$ cat config.mk
export PLATFORM = sky130hd
export DESIGN_NAME = wshb_stream_sink_flat
export DESIGN_NICKNAME = d
export VERILOG_FILES = /design/src/rtl/wshb_stream_sink_if.sv /design/src/rtl/wshb_stream_sink.sv /design/src/flat_wrapper.sv
export SDC_FILE = /design/constraint.sdc
export NUM_CORES = 1
export LEC_CHECK = 0
export ABC_AREA = 0
export CORE_AREA = 2 2 272 166
export CTS_CLUSTER_SIZE = 16
export DETAILED_ROUTE_END_ITERATION = 8
export DIE_AREA = 0 0 274 168
export PLACE_DENSITY = 0.67
export SKIP_LAST_GASP = 1
export SYNTH_ARGS = -nofsm -noshare
export SYNTH_HDL_FRONTEND = slang
export SYNTH_SLANG_ARGS = --single-unit
export TNS_END_PERCENT = 30
$ cat constraint.sdc
create_clock -name sys_clk -period 6.3 [get_ports sys_clk]
set_input_delay 1.26 -clock sys_clk [delete_from_list [all_inputs] [get_ports sys_clk]]
set_output_delay 1.26 -clock sys_clk [all_outputs]
set_load 0.01 [all_outputs]
$ cat src/rtl/wshb_stream_sink_if.sv
// -----------------------------------------------------------------------------
// wshb_stream_sink_if
//   Wishbone classic bus bundle between the hw_support pixel-stream master and
//   the wshb_stream_sink slave.
//
//   Signals:
//     wb_cyc, wb_stb, wb_we   cycle / strobe / write enable    (master -> slave)
//     wb_adr[ADR_W]           byte address                     (master -> slave)
//     wb_dat_ms[32]           write data                       (master -> slave)
//     wb_sel[4]               byte selects                     (master -> slave)
//     wb_ack, wb_err, wb_rty  termination                      (slave -> master)
//     wb_dat_sm[32]           read data                        (slave -> master)
// -----------------------------------------------------------------------------
interface wshb_stream_sink_if #(
  parameter int ADR_W = 32
);
  logic             wb_cyc;
  logic             wb_stb;
  logic             wb_we;
  logic [ADR_W-1:0] wb_adr;
  logic [31:0]      wb_dat_ms;
  logic [3:0]       wb_sel;
  logic             wb_ack;
  logic             wb_err;
  logic             wb_rty;
  logic [31:0]      wb_dat_sm;

  modport master (
    output wb_cyc, wb_stb, wb_we, wb_adr, wb_dat_ms, wb_sel,
    input  wb_ack, wb_err, wb_rty, wb_dat_sm
  );

  modport slave (
    input  wb_cyc, wb_stb, wb_we, wb_adr, wb_dat_ms, wb_sel,
    output wb_ack, wb_err, wb_rty, wb_dat_sm
  );
endinterface

$ cat src/rtl/wshb_stream_sink.sv
// -----------------------------------------------------------------------------
// wshb_stream_sink
//   Wishbone classic slave terminating the hw_support pixel-stream bus.
//   Write cycles are acknowledged one cycle after the request and pushed,
//   byte-masked by wb_sel, into a first-word-fall-through FIFO together with
//   a start-of-frame flag (address == SOF_ADR). When the FIFO is full the ack
//   is withheld, which stalls the master. Read cycles are terminated with a
//   one-cycle wb_err and never push.
//
//   Ports:
//     sys_clk, sys_rst_n   clock, asynchronous active-low reset
//     wb                   Wishbone slave modport (see wshb_stream_sink_if)
//     out_valid/out_ready  stream handshake, head popped when both are high
//     out_data, out_sof    FIFO head (masked data, start-of-frame flag)
//     fifo_level           current occupancy, 0..FIFO_DEPTH
//
//   Optional build macro WSHB_STREAM_SINK_STATS_EN adds wrapping counters:
//     stat_words (acked writes), stat_frames (acked writes at SOF_ADR),
//     stat_errs (err pulses).
// -----------------------------------------------------------------------------
module wshb_stream_sink #(
  parameter int                 FIFO_DEPTH = 16,
  parameter int                 ADR_W      = 32,
  parameter logic [ADR_W-1:0]   SOF_ADR    = {ADR_W{1'b0}}
) (
  input  logic                          sys_clk,
  input  logic                          sys_rst_n,
  wshb_stream_sink_if.slave             wb,
  output logic                          out_valid,
  input  logic                          out_ready,
  output logic [31:0]                   out_data,
  output logic                          out_sof,
`ifdef WSHB_STREAM_SINK_STATS_EN
  output logic [31:0]                   stat_words,
  output logic [15:0]                   stat_frames,
  output logic [15:0]                   stat_errs,
`endif
  output logic [$clog2(FIFO_DEPTH):0]   fifo_level
);

  localparam int PTR_W = $clog2(FIFO_DEPTH);
  localparam int LVL_W = PTR_W + 1;

  localparam logic [PTR_W-1:0] PTR_ONE  = {{(PTR_W-1){1'b0}}, 1'b1};
  localparam logic [LVL_W-1:0] LVL_ONE  = {{(LVL_W-1){1'b0}}, 1'b1};
  localparam logic [LVL_W-1:0] LVL_ZERO = {LVL_W{1'b0}};
  localparam logic [LVL_W-1:0] LVL_FULL = LVL_W'(FIFO_DEPTH);

  // Zero every byte lane whose select is low.
  function automatic logic [31:0] sel_mask(input logic [31:0] dat, input logic [3:0] sel);
    logic [31:0] res;
    res = 32'h0000_0000;
    for (int i = 0; i < 4; i++) begin
      if (sel[i]) begin
        res[8*i +: 8] = dat[8*i +: 8];
      end else begin
        res[8*i +: 8] = 8'h00;
      end
    end
    return res;
  endfunction

  // Entry layout: bit 32 = start-of-frame flag, bits 31:0 = masked data.
  logic [32:0]      mem_q [FIFO_DEPTH];
  logic [PTR_W-1:0] wr_ptr_q, wr_ptr_d;
  logic [PTR_W-1:0] rd_ptr_q, rd_ptr_d;
  logic [LVL_W-1:0] level_q,  level_d;
  logic             ack_q,    ack_d;
  logic             err_q,    err_d;

  logic             req_s;
  logic             full_s;
  logic             push_s;
  logic             pop_s;
  logic [32:0]      push_word_s;
  logic [32:0]      head_s;

`ifdef WSHB_STREAM_SINK_STATS_EN
  logic [31:0] stat_words_q,  stat_words_d;
  logic [15:0] stat_frames_q, stat_frames_d;
  logic [15:0] stat_errs_q,   stat_errs_d;
`endif

  // Request decode, handshake and FIFO pointer/level next-state.
  always_comb begin
    // A pending ack/err masks the request, so a held strobe can never be
    // acknowledged on two consecutive cycles.
    req_s       = wb.wb_cyc & wb.wb_stb & ~ack_q & ~err_q;
    // Full uses the registered level: a same-cycle pop does not make room.
    full_s      = (level_q == LVL_FULL);
    push_s      = req_s & wb.wb_we & ~full_s;
    pop_s       = (level_q != LVL_ZERO) & out_ready;
    ack_d       = push_s;
    err_d       = req_s & ~wb.wb_we;
    push_word_s = {(wb.wb_adr == SOF_ADR), sel_mask(wb.wb_dat_ms, wb.wb_sel)};

    if (push_s) begin
      wr_ptr_d = wr_ptr_q + PTR_ONE;
    end else begin
      wr_ptr_d = wr_ptr_q;
    end

    if (pop_s) begin
      rd_ptr_d = rd_ptr_q + PTR_ONE;
    end else begin
      rd_ptr_d = rd_ptr_q;
    end

    case ({push_s, pop_s})
      2'b10:   level_d = level_q + LVL_ONE;
      2'b01:   level_d = level_q - LVL_ONE;
      default: level_d = level_q;
    endcase
  end

`ifdef WSHB_STREAM_SINK_STATS_EN
  // Statistics counters, free-running and wrapping.
  always_comb begin
    stat_words_d  = stat_words_q;
    stat_frames_d = stat_frames_q;
    stat_errs_d   = stat_errs_q;
    if (push_s) begin
      stat_words_d = stat_words_q + 32'd1;
      if (push_word_s[32]) begin
        stat_frames_d = stat_frames_q + 16'd1;
      end else begin
        stat_frames_d = stat_frames_q;
      end
    end else begin
      stat_words_d  = stat_words_q;
      stat_frames_d = stat_frames_q;
    end
    if (err_d) begin
      stat_errs_d = stat_errs_q + 16'd1;
    end else begin
      stat_errs_d = stat_errs_q;
    end
  end

  // Statistics counter registers.
  always_ff @(posedge sys_clk or negedge sys_rst_n) begin
    if (!sys_rst_n) begin
      stat_words_q  <= 32'd0;
      stat_frames_q <= 16'd0;
      stat_errs_q   <= 16'd0;
    end else begin
      stat_words_q  <= stat_words_d;
      stat_frames_q <= stat_frames_d;
      stat_errs_q   <= stat_errs_d;
    end
  end

  assign stat_words  = stat_words_q;
  assign stat_frames = stat_frames_q;
  assign stat_errs   = stat_errs_q;
`endif

  // Control state: handshake flags, pointers and occupancy.
  always_ff @(posedge sys_clk or negedge sys_rst_n) begin
    if (!sys_rst_n) begin
      ack_q    <= 1'b0;
      err_q    <= 1'b0;
      wr_ptr_q <= {PTR_W{1'b0}};
      rd_ptr_q <= {PTR_W{1'b0}};
      level_q  <= LVL_ZERO;
    end else begin
      ack_q    <= ack_d;
      err_q    <= err_d;
      wr_ptr_q <= wr_ptr_d;
      rd_ptr_q <= rd_ptr_d;
      level_q  <= level_d;
    end
  end

  // FIFO storage; contents are only observed through the level-qualified head.
  always_ff @(posedge sys_clk) begin
    if (push_s) begin
      mem_q[wr_ptr_q] <= push_word_s;
    end
  end

  // Head is gated by out_valid so stale storage never leaks out when empty.
  always_comb begin
    head_s    = mem_q[rd_ptr_q];
    out_valid = (level_q != LVL_ZERO);
    if (out_valid) begin
      out_data = head_s[31:0];
      out_sof  = head_s[32];
    end else begin
      out_data = 32'h0000_0000;
      out_sof  = 1'b0;
    end
  end

  assign fifo_level   = level_q;
  assign wb.wb_ack    = ack_q;
  assign wb.wb_err    = err_q;
  assign wb.wb_rty    = 1'b0;
  assign wb.wb_dat_sm = 32'h0000_0000;

endmodule
$ cat src/flat_wrapper.sv
// flat-port wrapper written by rule: the top's interface ports become plain ports
module wshb_stream_sink_flat 
#(
  parameter int                 FIFO_DEPTH = 16,
  parameter int                 ADR_W      = 32,
  parameter logic [ADR_W-1:0]   SOF_ADR    = {ADR_W{1'b0}}
)
  (sys_clk, sys_rst_n, out_valid, out_ready, out_data, out_sof, fifo_level, wb_wb_cyc, wb_wb_stb, wb_wb_we, wb_wb_adr, wb_wb_dat_ms, wb_wb_sel, wb_wb_ack, wb_wb_err, wb_wb_rty, wb_wb_dat_sm);
  wshb_stream_sink_if #(.ADR_W(ADR_W)) wb_i ();
  input  logic sys_clk;
  input  logic sys_rst_n;
  output logic out_valid;
  input  logic out_ready;
  output logic [31:0] out_data;
  output logic out_sof;
  output logic [$clog2(FIFO_DEPTH):0] fifo_level;
  input wire logic [$bits(wb_i.wb_cyc)-1:0] wb_wb_cyc;
  input wire logic [$bits(wb_i.wb_stb)-1:0] wb_wb_stb;
  input wire logic [$bits(wb_i.wb_we)-1:0] wb_wb_we;
  input wire logic [$bits(wb_i.wb_adr)-1:0] wb_wb_adr;
  input wire logic [$bits(wb_i.wb_dat_ms)-1:0] wb_wb_dat_ms;
  input wire logic [$bits(wb_i.wb_sel)-1:0] wb_wb_sel;
  output wire logic [$bits(wb_i.wb_ack)-1:0] wb_wb_ack;
  output wire logic [$bits(wb_i.wb_err)-1:0] wb_wb_err;
  output wire logic [$bits(wb_i.wb_rty)-1:0] wb_wb_rty;
  output wire logic [$bits(wb_i.wb_dat_sm)-1:0] wb_wb_dat_sm;
  assign wb_i.wb_cyc = wb_wb_cyc;
  assign wb_i.wb_stb = wb_wb_stb;
  assign wb_i.wb_we = wb_wb_we;
  assign wb_i.wb_adr = wb_wb_adr;
  assign wb_i.wb_dat_ms = wb_wb_dat_ms;
  assign wb_i.wb_sel = wb_wb_sel;
  assign wb_wb_ack = wb_i.wb_ack;
  assign wb_wb_err = wb_i.wb_err;
  assign wb_wb_rty = wb_i.wb_rty;
  assign wb_wb_dat_sm = wb_i.wb_dat_sm;
  wshb_stream_sink #(.FIFO_DEPTH(FIFO_DEPTH), .ADR_W(ADR_W), .SOF_ADR(SOF_ADR)) u_core (.sys_clk(sys_clk), .sys_rst_n(sys_rst_n), .wb(wb_i), .out_valid(out_valid), .out_ready(out_ready), .out_data(out_data), .out_sof(out_sof), .fifo_level(fifo_level));
endmodule
==> results of run 1 <==
-- metrics by stage --
stage / util [%] / setup slack, ns / cell area, um2 / total power (uW) / hold WS [ns]
floorplan: - / 0.8681 / 21680 / 6283 / 0.4878
global placement: 53.21 / 1.958 / 23410 / 7409 / 0.5240
detailed placement: 53.21 / 1.932 / 23410 / 7435 / 0.5320
CTS: 56.48 / 1.335 / 24850 / 10180 / 0.5408
global route: 56.48 / 1.207 / 24850 / 10500 / 0.5515
finish: 56.48 / 1.376 / 24850 / 10080 / 0.5396
-- Yosys cell counts, types with 4 or more instances --
cell type  number
nand2_1        71
inv_1          10
buf_6           8
a21oi_1         8
dfrtp_1        15
mux4_1         33
mux2_2         35
xor2_1          4
nor2_1          7
mux4_2         99
nor4_1         13
edfxtp_1      528
a22oi_1        33
ha_1            8
clkbuf_1       28
xnor2_1         9
buf_4          34
buf_2          10
and2_1         41
-- placed cells by master (no fill, tap or decap), types with 3 or more instances in the layout --
cell type,n
clkbuf_16,51
a22oi_1,33
nor4_1,9
nor2_4,4
xor2_1,4
mux4_2,99
dfrtp_1,12
clkdlybuf4s50_1,114
xnor2_1,9
nand2_1,71
mux4_1,33
clkbuf_1,14
ha_1,8
clkinv_1,11
mux2_2,35
nor2_1,3
inv_1,10
nor4_2,4
nand3_1,3
conb_1,33
edfxtp_1,528
a21oi_1,5
nand4_1,3
a21oi_4,3
and2_1,33
and2_2,8
buf_4,25
buf_12,3
-- cell type report --
cell class	count	area, um2
clock buffer	65	1329
clock inverter	18	113.9
fill	3291	19140
inverter	11	41.29
multi-input combinational	415	5000
sequential	543	16240
tap	589	737.0
timing repair buffer	142	1389
-- worst max-delay path by stage --
stage,start,to,slack [ns]
floorplan,wb_wb_cyc,u_core.mem_q[0][0]$_DFFE_PP_,0.87
global placement,u_core.rd_ptr_q[0]$_DFFE_PN0P_,out_data[12],1.96
detailed placement,wb_wb_cyc,u_core.mem_q[10][30]$_DFFE_PP_,1.93
CTS,u_core.rd_ptr_q[0]$_DFFE_PN0P_,out_data[13],1.34
global route,u_core.rd_ptr_q[0]$_DFFE_PN0P_,out_data[13],1.21
finish,u_core.rd_ptr_q[0]$_DFFE_PN0P_,out_data[13],1.38
-- power by group through the flow --
| stage | Sequential [uW] | Clock [uW] | Combinational (uW) |
|---|---|---|---|
| after floorplan | 4210 | 0 | 2080 |
| after global placement | 4350 | 0 | 3060 |
| after detailed placement | 4360 | 0 | 3080 |
| after CTS | 4280 | 2800 | 3090 |
| after global routing | 4300 | 2950 | 3250 |
| final | 4280 | 2760 | 3050 |
-- critical path, stage by stage, from the launching register on --
cell	delay, ns
dfrtp_4	0.83
buf_12	0.41
mux4_1	0.60
mux2_2	0.29
a22oi_1	0.29
nand2_1	0.11
clkdlybuf4s50_1	0.49
-- cell families after synthesis --
family,synth area share (%)
AOI/OAI and AO/OA,1.532
xor gates and xnor gates,0.5282
adders and majority gates,0.4644
buffers and inverters,2.531
DFF,75.29
muxes,16.19
other,0.01740
and+or+nand+nor,3.442
-- state kept, by name, summed over array words and instances, names as in the netlist --
name	flops
u_core.fifo_level	5
u_core.mem_q	528
u_core.wr_ptr_q	4
u_core.wb.wb_err	1
u_core.rd_ptr_q	4
u_core.wb.wb_ack	1
-- per-layer routing --
layer / track usage [%] / wire [um] / vias to the layer above / part of all wire, %
li1: - / - / 4412 / -
met1: 30.30 / 20670 / 5398 / 45
met2: 31.49 / 21550 / 318 / 47
met3: 3.409 / 2756 / 56 / 6.0
met4: 4.112 / 707 / 0 / 1.5
met5: 0 / 0 / - / 0
==> flow_summary.html, run 1 <==
<table>
<tr><th>Metric</th><th>Value</th></tr>
<tr><th colspan="2">Outcome</th></tr>
<tr><td>Run status</td><td>complete, no violations</td></tr>
<tr><th colspan="2">Routing</th></tr>
<tr><td>Total via count after detailed routing</td><td>10,184</td></tr>
<tr><td>Routed wire length</td><td>~46 mm</td></tr>
<tr><td>Post-route DRC</td><td>0</td></tr>
<tr><td>Number of DRC violations after detailed-routing iteration 0</td><td>~1,000</td></tr>
<tr><td>Wirelength per Cell</td><td>between 20 and 30 um</td></tr>
<tr><td>Vias/cell</td><td>about 5.7</td></tr>
<tr><td>Total iterations of the first detailed-routing run</td><td>6</td></tr>
<tr><td>Residual antenna-violating net count after detailed routing</td><td>0</td></tr>
<tr><th colspan="2">Synthesis</th></tr>
<tr><td>Number of warnings printed during yosys synthesis</td><td>0</td></tr>
<tr><td>EDFF count, synth</td><td>about 530</td></tr>
<tr><td>Synth Area per Inst</td><td>roughly 21 um2</td></tr>
<tr><td>Post-synth cell types</td><td>36</td></tr>
<tr><td>FFs w/ async S/R, synth</td><td>around 2.8%</td></tr>
<tr><td>Synthesized cell area</td><td>around 22,000 um2</td></tr>
<tr><td>Largest cells by area after synthesis</td><td>edfxtp_1 (74%), mux4_2 (10%), mux4_1 (4.0%)</td></tr>
<tr><td>Synthesized flop and latch total</td><td>around 540</td></tr>
<tr><td>Synth top area share</td><td>about three quarters</td></tr>
<tr><td>Biggest area consumer among synthesized cells</td><td>edfxtp_1</td></tr>
<tr><td>Synth Instances</td><td>1,018</td></tr>
<tr><td>Predominant post-synthesis flop cell</td><td>edfxtp_1</td></tr>
<tr><td>Share of synthesized area occupied by flip-flops and latches</td><td>roughly 75%</td></tr>
<tr><th colspan="2">Worst setup path</th></tr>
<tr><td>Nature of the critical path startpoint</td><td>register</td></tr>
<tr><td>Endpoint arrival time on the critical path</td><td>3.66 ns</td></tr>
<tr><td>Launching point of the worst reg2reg path</td><td>u_core.fifo_level[1]$_DFFE_PN0P_</td></tr>
<tr><td>Worst Path Max Fanout</td><td>45</td></tr>
<tr><td>Critical path endpoint category</td><td>primary output</td></tr>
<tr><td>CP required</td><td>a little over 5 ns</td></tr>
<tr><td>Type of the worst setup path</td><td>register to primary output</td></tr>
<tr><td>Setup slack, reg-to-reg</td><td>around 3 ns</td></tr>
<tr><td>R2R Path End</td><td>u_core.mem_q[10][5]$_DFFE_PP_</td></tr>
<tr><td>Worst R2R Path Depth</td><td>6</td></tr>
<tr><th colspan="2">Placement</th></tr>
<tr><td>HPWL after DPL</td><td>25.32 mm</td></tr>
<tr><td>Post-Place Cells</td><td>~1,700</td></tr>
<tr><td># port buffers</td><td>about 110</td></tr>
<tr><td>Final estimated routing congestion in global placement</td><td>0.7060</td></tr>
<tr><th colspan="2">Floorplan</th></tr>
<tr><td>Chip Width</td><td>between 200 and 300 um</td></tr>
<tr><td># IOs</td><td>between 100 and 150</td></tr>
<tr><td>Die Area</td><td>46,030 um2</td></tr>
<tr><td>Area of the core</td><td>about 44,000 um2</td></tr>
<tr><td>Height of the die</td><td>168 um</td></tr>
<tr><td>Count of standard-cell rows</td><td>60</td></tr>
<tr><td>Initial Utilization</td><td>49.00%</td></tr>
<tr><th colspan="2">Clock network</th></tr>
<tr><td>Resized cells post-CTS</td><td>0</td></tr>
<tr><td>Worst skew pair latency</td><td>approximately 0.57 ns</td></tr>
<tr><td>CTS sink count</td><td>around 540</td></tr>
<tr><td>CTS tree</td><td>built</td></tr>
<tr><td>Total clock buffers created by CTS</td><td>49</td></tr>
<tr><td>H-tree levels</td><td>2</td></tr>
<tr><td>Root buffer cell</td><td>clkbuf_16</td></tr>
<tr><td>Number of hold-repair buffers added at the cts stage</td><td>0</td></tr>
<tr><td>Clk pin slew, worst setup/hold paths</td><td>0.07 ns</td></tr>
<tr><td>Postcts setup bufs</td><td>0</td></tr>
<tr><td>CTS Buffer Depth</td><td>3</td></tr>
<tr><th colspan="2">Cells and area</th></tr>
<tr><td># diodes</td><td>0</td></tr>
<tr><td>Area delta synth-&gt;final</td><td>15.27%</td></tr>
<tr><td>Share of layout cells above drive strength 1</td><td>between 20% and 30%</td></tr>
<tr><td>Layout Nets</td><td>about 1,200</td></tr>
<tr><td>Non-filler cells in the finished layout</td><td>1,783</td></tr>
<tr><th colspan="2">Timing</th></tr>
<tr><td>Final number of setup-violating endpoints</td><td>0</td></tr>
<tr><td>Worst clock skew</td><td>between 0.015 and 0.02 ns</td></tr>
<tr><td>Final worst path period share</td><td>between 70% and 80%</td></tr>
<tr><td>Fmax</td><td>203.1 MHz</td></tr>
<tr><td>Pins over their slew limit</td><td>0</td></tr>
<tr><td>Time the final worst path needs with I/O delays and setup</td><td>between 4 and 5 ns</td></tr>
<tr><td>Total Neg Setup Slack</td><td>0 ns</td></tr>
<tr><td>Measured slew at the worst slew-check pin</td><td>around 1.2 ns</td></tr>
<tr><td>Headroom to the max-slew limit</td><td>19.39%</td></tr>
<tr><td>Unrepaired setup endpoints after global routing</td><td>no</td></tr>
<tr><td>Hold Vio Cnt, Final</td><td>0</td></tr>
<tr><th colspan="2">Global routing</th></tr>
<tr><td>Maximum number of pins on one net before global-route repair</td><td>54</td></tr>
<tr><td>Remaining Overflow, GRT</td><td>0</td></tr>
<tr><td>Antenna violations before repair</td><td>0</td></tr>
<tr><td>Wire length of the first global-routing pass</td><td>68.18 mm</td></tr>
<tr><td>GRT Util Overall</td><td>between 20 and 25%</td></tr>
<tr><td>Via count of the first global-routing pass</td><td>approximately 11,000</td></tr>
<tr><th colspan="2">Power</th></tr>
<tr><td>Power Dens Cells</td><td>about 410 nW/um2</td></tr>
<tr><td>Power share of the sequential group</td><td>about 42%</td></tr>
<tr><td>Lkg Pwr</td><td>roughly 0.0081 uW</td></tr>
<tr><td>Proportion of total power due to net switching</td><td>~29%</td></tr>
<tr><td>Switching power total</td><td>2905 uW</td></tr>
<tr><td>Share of power burned in combinational logic</td><td>just over 30%</td></tr>
<tr><td>Cell-internal power</td><td>between 7000 and 8000 uW</td></tr>
<tr><td>Power share of the clock group</td><td>27.3%</td></tr>
<tr><td>Worst ir drop on vdd</td><td>between 0.2 and 0.25 mV</td></tr>
<tr><th colspan="2">Job</th></tr>
<tr><td>Max cap viols</td><td>0</td></tr>
<tr><th colspan="2">Hold path</th></tr>
<tr><td>Number of instances on the worst hold path</td><td>1</td></tr>
<tr><td>Hold Crit Endpoint</td><td>u_core.fifo_level[4]$_DFFE_PN0P_</td></tr>
<tr><td>Min-Delay Path Class</td><td>register to register</td></tr>
<tr><td>Startpoint of the tightest hold check path</td><td>u_core.fifo_level[4]$_DFFE_PN0P_</td></tr>
</table>
(Power assumes the default switching activity.)
==> run 2: changes to the inputs <==
==> constraint.sdc (replaced) <==
create_clock -name sys_clk -period 5 [get_ports sys_clk]
set_input_delay 1 -clock sys_clk [delete_from_list [all_inputs] [get_ports sys_clk]]
set_output_delay 1 -clock sys_clk [all_outputs]
set_load 0.01 [all_outputs]
==> run 2 against run 1 <==
Combinational power increased by 27%. Design area increased by 0.88%. Hold slack improved by 0.011 ns. Non-clock buffer count increased by 8. Clock skew about the same. Largest power group unchanged.
==> flow_summary.html, run 2 (synthesis gave the netlist of run 1 again) <==
<table>
<tr><th>Metric</th><th>Value</th></tr>
<tr><th colspan="2">Clock network</th></tr>
<tr><td>H-tree levels</td><td>2 (unchanged)</td></tr>
<tr><td>CTS sink count</td><td>543 (unchanged)</td></tr>
<tr><td>Resized cells post-CTS</td><td>0 (unchanged)</td></tr>
<tr><td>Worst skew pair latency</td><td>0.56 ns (about the same)</td></tr>
<tr><td>Clk pin slew, worst setup/hold paths</td><td>0.07 ns (about the same)</td></tr>
<tr><td>Number of hold-repair buffers added at the cts stage</td><td>0 (unchanged)</td></tr>
<tr><td>Total clock buffers created by CTS</td><td>47 (-4.1%)</td></tr>
<tr><td>CTS tree</td><td>built</td></tr>
<tr><td>CTS Buffer Depth</td><td>3 (unchanged)</td></tr>
<tr><td>Root buffer cell</td><td>clkbuf_16</td></tr>
<tr><td>Postcts setup bufs</td><td>0 (unchanged)</td></tr>
<tr><th colspan="2">Worst setup path</th></tr>
<tr><td>Slowest cell on the critical path</td><td>dfrtp_4</td></tr>
<tr><td>Worst Path Max Fanout</td><td>27 (-40%)</td></tr>
<tr><td>Type of the worst setup path</td><td>register to primary output</td></tr>
<tr><td>Critical path endpoint category</td><td>primary output</td></tr>
<tr><td>CP required</td><td>4.00 ns (-1.04 ns)</td></tr>
<tr><td>Critical path, cell by cell</td><td>buf_12 -&gt; mux4_2 -&gt; mux2_2 -&gt; a22oi_1 -&gt; nand2_1 -&gt; clkdlybuf4s50_1</td></tr>
<tr><td>Number of buffers and inverters on the critical path</td><td>2 (unchanged)</td></tr>
<tr><td>Critical path's top delay family</td><td>buffers and inverters</td></tr>
<tr><td>Peak per-stage delay on the critical path</td><td>0.81 ns (-0.02 ns)</td></tr>
<tr><td>Nature of the critical path startpoint</td><td>register</td></tr>
<tr><td>Endpoint arrival time on the critical path</td><td>3.39 ns (-0.27 ns)</td></tr>
<tr><th colspan="2">Floorplan</th></tr>
<tr><td>Chip Width</td><td>274 um (unchanged)</td></tr>
<tr><td>Die Area</td><td>46,030 um2 (unchanged)</td></tr>
<tr><td>Initial Utilization</td><td>49.00% (unchanged)</td></tr>
<tr><td>Area of the core</td><td>43,990 um2 (unchanged)</td></tr>
<tr><td># IOs</td><td>148 (unchanged)</td></tr>
<tr><td>Count of standard-cell rows</td><td>60 (unchanged)</td></tr>
<tr><td>Height of the die</td><td>168 um (unchanged)</td></tr>
<tr><th colspan="2">Timing</th></tr>
<tr><td>Pins over their slew limit</td><td>0 (unchanged)</td></tr>
<tr><td>Unrepaired setup endpoints after global routing</td><td>no</td></tr>
<tr><td>Final WS setup</td><td>0.6106 ns (-0.7657 ns)</td></tr>
<tr><td>Measured slew at the worst slew-check pin</td><td>0.9073 ns (-0.2991 ns)</td></tr>
<tr><td>Time the final worst path needs with I/O delays and setup</td><td>4.389 ns</td></tr>
<tr><td>Fmax</td><td>~230 MHz</td></tr>
<tr><td>Headroom to the max-slew limit</td><td>39.29% (+20 points)</td></tr>
<tr><td>Final number of setup-violating endpoints</td><td>0 (unchanged)</td></tr>
<tr><td>Hold Vio Cnt, Final</td><td>0 (unchanged)</td></tr>
<tr><td>Final worst path period share</td><td>between 80% and 90%</td></tr>
<tr><td>Worst clock skew</td><td>0.01836 ns (-0.0003333 ns)</td></tr>
<tr><th colspan="2">Routing</th></tr>
<tr><td>Residual antenna-violating net count after detailed routing</td><td>0 (unchanged)</td></tr>
<tr><td>Total via count after detailed routing</td><td>10,338 (+1.5%)</td></tr>
<tr><td>Routed wire length</td><td>46.72 mm (+2.2%)</td></tr>
<tr><td>Post-route DRC</td><td>0 (unchanged)</td></tr>
<tr><td>Total iterations of the first detailed-routing run</td><td>5 (-1)</td></tr>
<tr><td>Vias/cell</td><td>5.763 (+0.89%)</td></tr>
<tr><td>Wirelength per Cell</td><td>26.04 um (+1.6%)</td></tr>
<tr><td>Number of DRC violations after detailed-routing iteration 0</td><td>1,069 (+4.6%)</td></tr>
<tr><th colspan="2">Cells and area</th></tr>
<tr><td>Layout Nets</td><td>1,250 (+0.48%)</td></tr>
<tr><td># diodes</td><td>0 (unchanged)</td></tr>
<tr><td>Commonest non-fill, non-tap cells in the layout</td><td>edfxtp_1 (528), clkdlybuf4s50_1 (114), mux4_2 (99)</td></tr>
<tr><td>Post-layout util</td><td>56.98% (+0.50 points)</td></tr>
<tr><td>Area delta synth-&gt;final</td><td>16.29%</td></tr>
<tr><td>Most common library cell in the layout ignoring fill and taps</td><td>edfxtp_1</td></tr>
<tr><td>Most flops, register</td><td>u_core.mem_q</td></tr>
<tr><td>Flip-flop count of the largest register, all copies and words added</td><td>528 (unchanged)</td></tr>
<tr><td>Share of layout cells above drive strength 1</td><td>21.66% (+1.2 points)</td></tr>
<tr><th colspan="2">Global routing</th></tr>
<tr><td>Global-route met2 utilization</td><td>32.16% (+0.67 points)</td></tr>
<tr><td>Routing layer with the top usage in global route</td><td>met2</td></tr>
<tr><td>Via count of the first global-routing pass</td><td>10,503 (-0.22%)</td></tr>
<tr><td>GRT Util Overall</td><td>20.63% (+0.49 points)</td></tr>
<tr><td>Remaining Overflow, GRT</td><td>0 (unchanged)</td></tr>
<tr><td>Antenna violations before repair</td><td>0 (unchanged)</td></tr>
<tr><td>Met3 GRT Util</td><td>3.295% (-0.11 points)</td></tr>
<tr><td>Global-route track usage on met1</td><td>31.44% (+1.1 points)</td></tr>
<tr><td>Maximum number of pins on one net before global-route repair</td><td>45 (-17%)</td></tr>
<tr><td>Wire length of the first global-routing pass</td><td>69.10 mm (+1.3%)</td></tr>
<tr><th colspan="2">Job</th></tr>
<tr><td>Max cap viols</td><td>0 (unchanged)</td></tr>
<tr><th colspan="2">Placement</th></tr>
<tr><td>Placement-stage worst setup slack</td><td>1.170 ns (-0.7621 ns)</td></tr>
<tr><td># port buffers</td><td>114 (unchanged)</td></tr>
<tr><td>HPWL after DPL</td><td>26.39 mm (+4.2%)</td></tr>
<tr><td>Final estimated routing congestion in global placement</td><td>0.7285 (+3.2%)</td></tr>
<tr><th colspan="2">Outcome</th></tr>
<tr><td>Run status</td><td>complete, no violations</td></tr>
<tr><th colspan="2">Hold path</th></tr>
<tr><td>Min-Delay Path Class</td><td>register to register</td></tr>
<tr><th colspan="2">Power</th></tr>
<tr><td>Lkg Pwr</td><td>0.008242 uW (+1.4%)</td></tr>
<tr><td>Worst ir drop on vdd</td><td>0.3230 mV (+44%)</td></tr>
<tr><td>Power Dens Cells</td><td>513.4 nW/um2 (+27%)</td></tr>
</table>
==> run 2: power breakdown <==
| group | internal, uW | switching, uW |
|---|---|---|
| Combinational | 2040 | 1820 |
| Sequential | 5140 | 252 |
| Clock | 2030 | 1590 |
| Total | 9210 | 3660 |
==> run 2: path summary, 6_finish.rpt <==
kind                                                        from                                to  slack [ns]  cells after the start
max in group asynchronous                              sys_rst_n    u_core.rd_ptr_q[0]$_DFFE_PN0P_        3.68                      1
worst min register to register  u_core.fifo_level[4]$_DFFE_PN0P_  u_core.fifo_level[4]$_DFFE_PN0P_        0.55                      1
worst min-delay path            u_core.fifo_level[4]$_DFFE_PN0P_  u_core.fifo_level[4]$_DFFE_PN0P_        0.55                      1
min in group asynchronous                              sys_rst_n    u_core.rd_ptr_q[1]$_DFFE_PN0P_        0.84                      1
worst max-delay path              u_core.rd_ptr_q[0]$_DFFE_PN0P_                      out_data[21]        0.61                      6
worst max register to register  u_core.fifo_level[1]$_DFFE_PN0P_  u_core.fifo_level[2]$_DFFE_PN0P_        1.98                     11
==> run 2: cell type report <==
cell class | count | area, um2
Sequential cell | 543 | 16240
Tap cell | 589 | 737.0
Clock buffer | 64 | 1260
Timing Repair Buffer | 150 | 1549
Fill cell | 3288 | 18920
Multi-Input combinational cell | 415 | 5000
Inverter | 11 | 41.29
Clock inverter | 22 | 241.5
==> run 2: through the flow <==
step / TNS (ns) / power, uW / hold WS [ns] / area, um2 / std cells
detailed placement: 0 / 9407 / 0.5393 / 23570 / 1708
finish: 0 / 12870 / 0.5511 / 25070 / 1794
floorplan: -22.69 / 7916 / 0.4878 / 21680 / 1050
global route: 0 / 13430 / 0.5732 / 25070 / 1794
CTS: 0 / 13010 / 0.5491 / 25070 / 1794
global placement: 0 / 9377 / 0.5402 / 23570 / 1708
==> run 2: metal layers <==
metal | vias to the layer above | wire length (um)
met1 | 5546 | 21270
met5 | - | 0
met4 | 0 | 618
li1 | 4419 | -
met3 | 53 | 2597
met2 | 320 | 22230
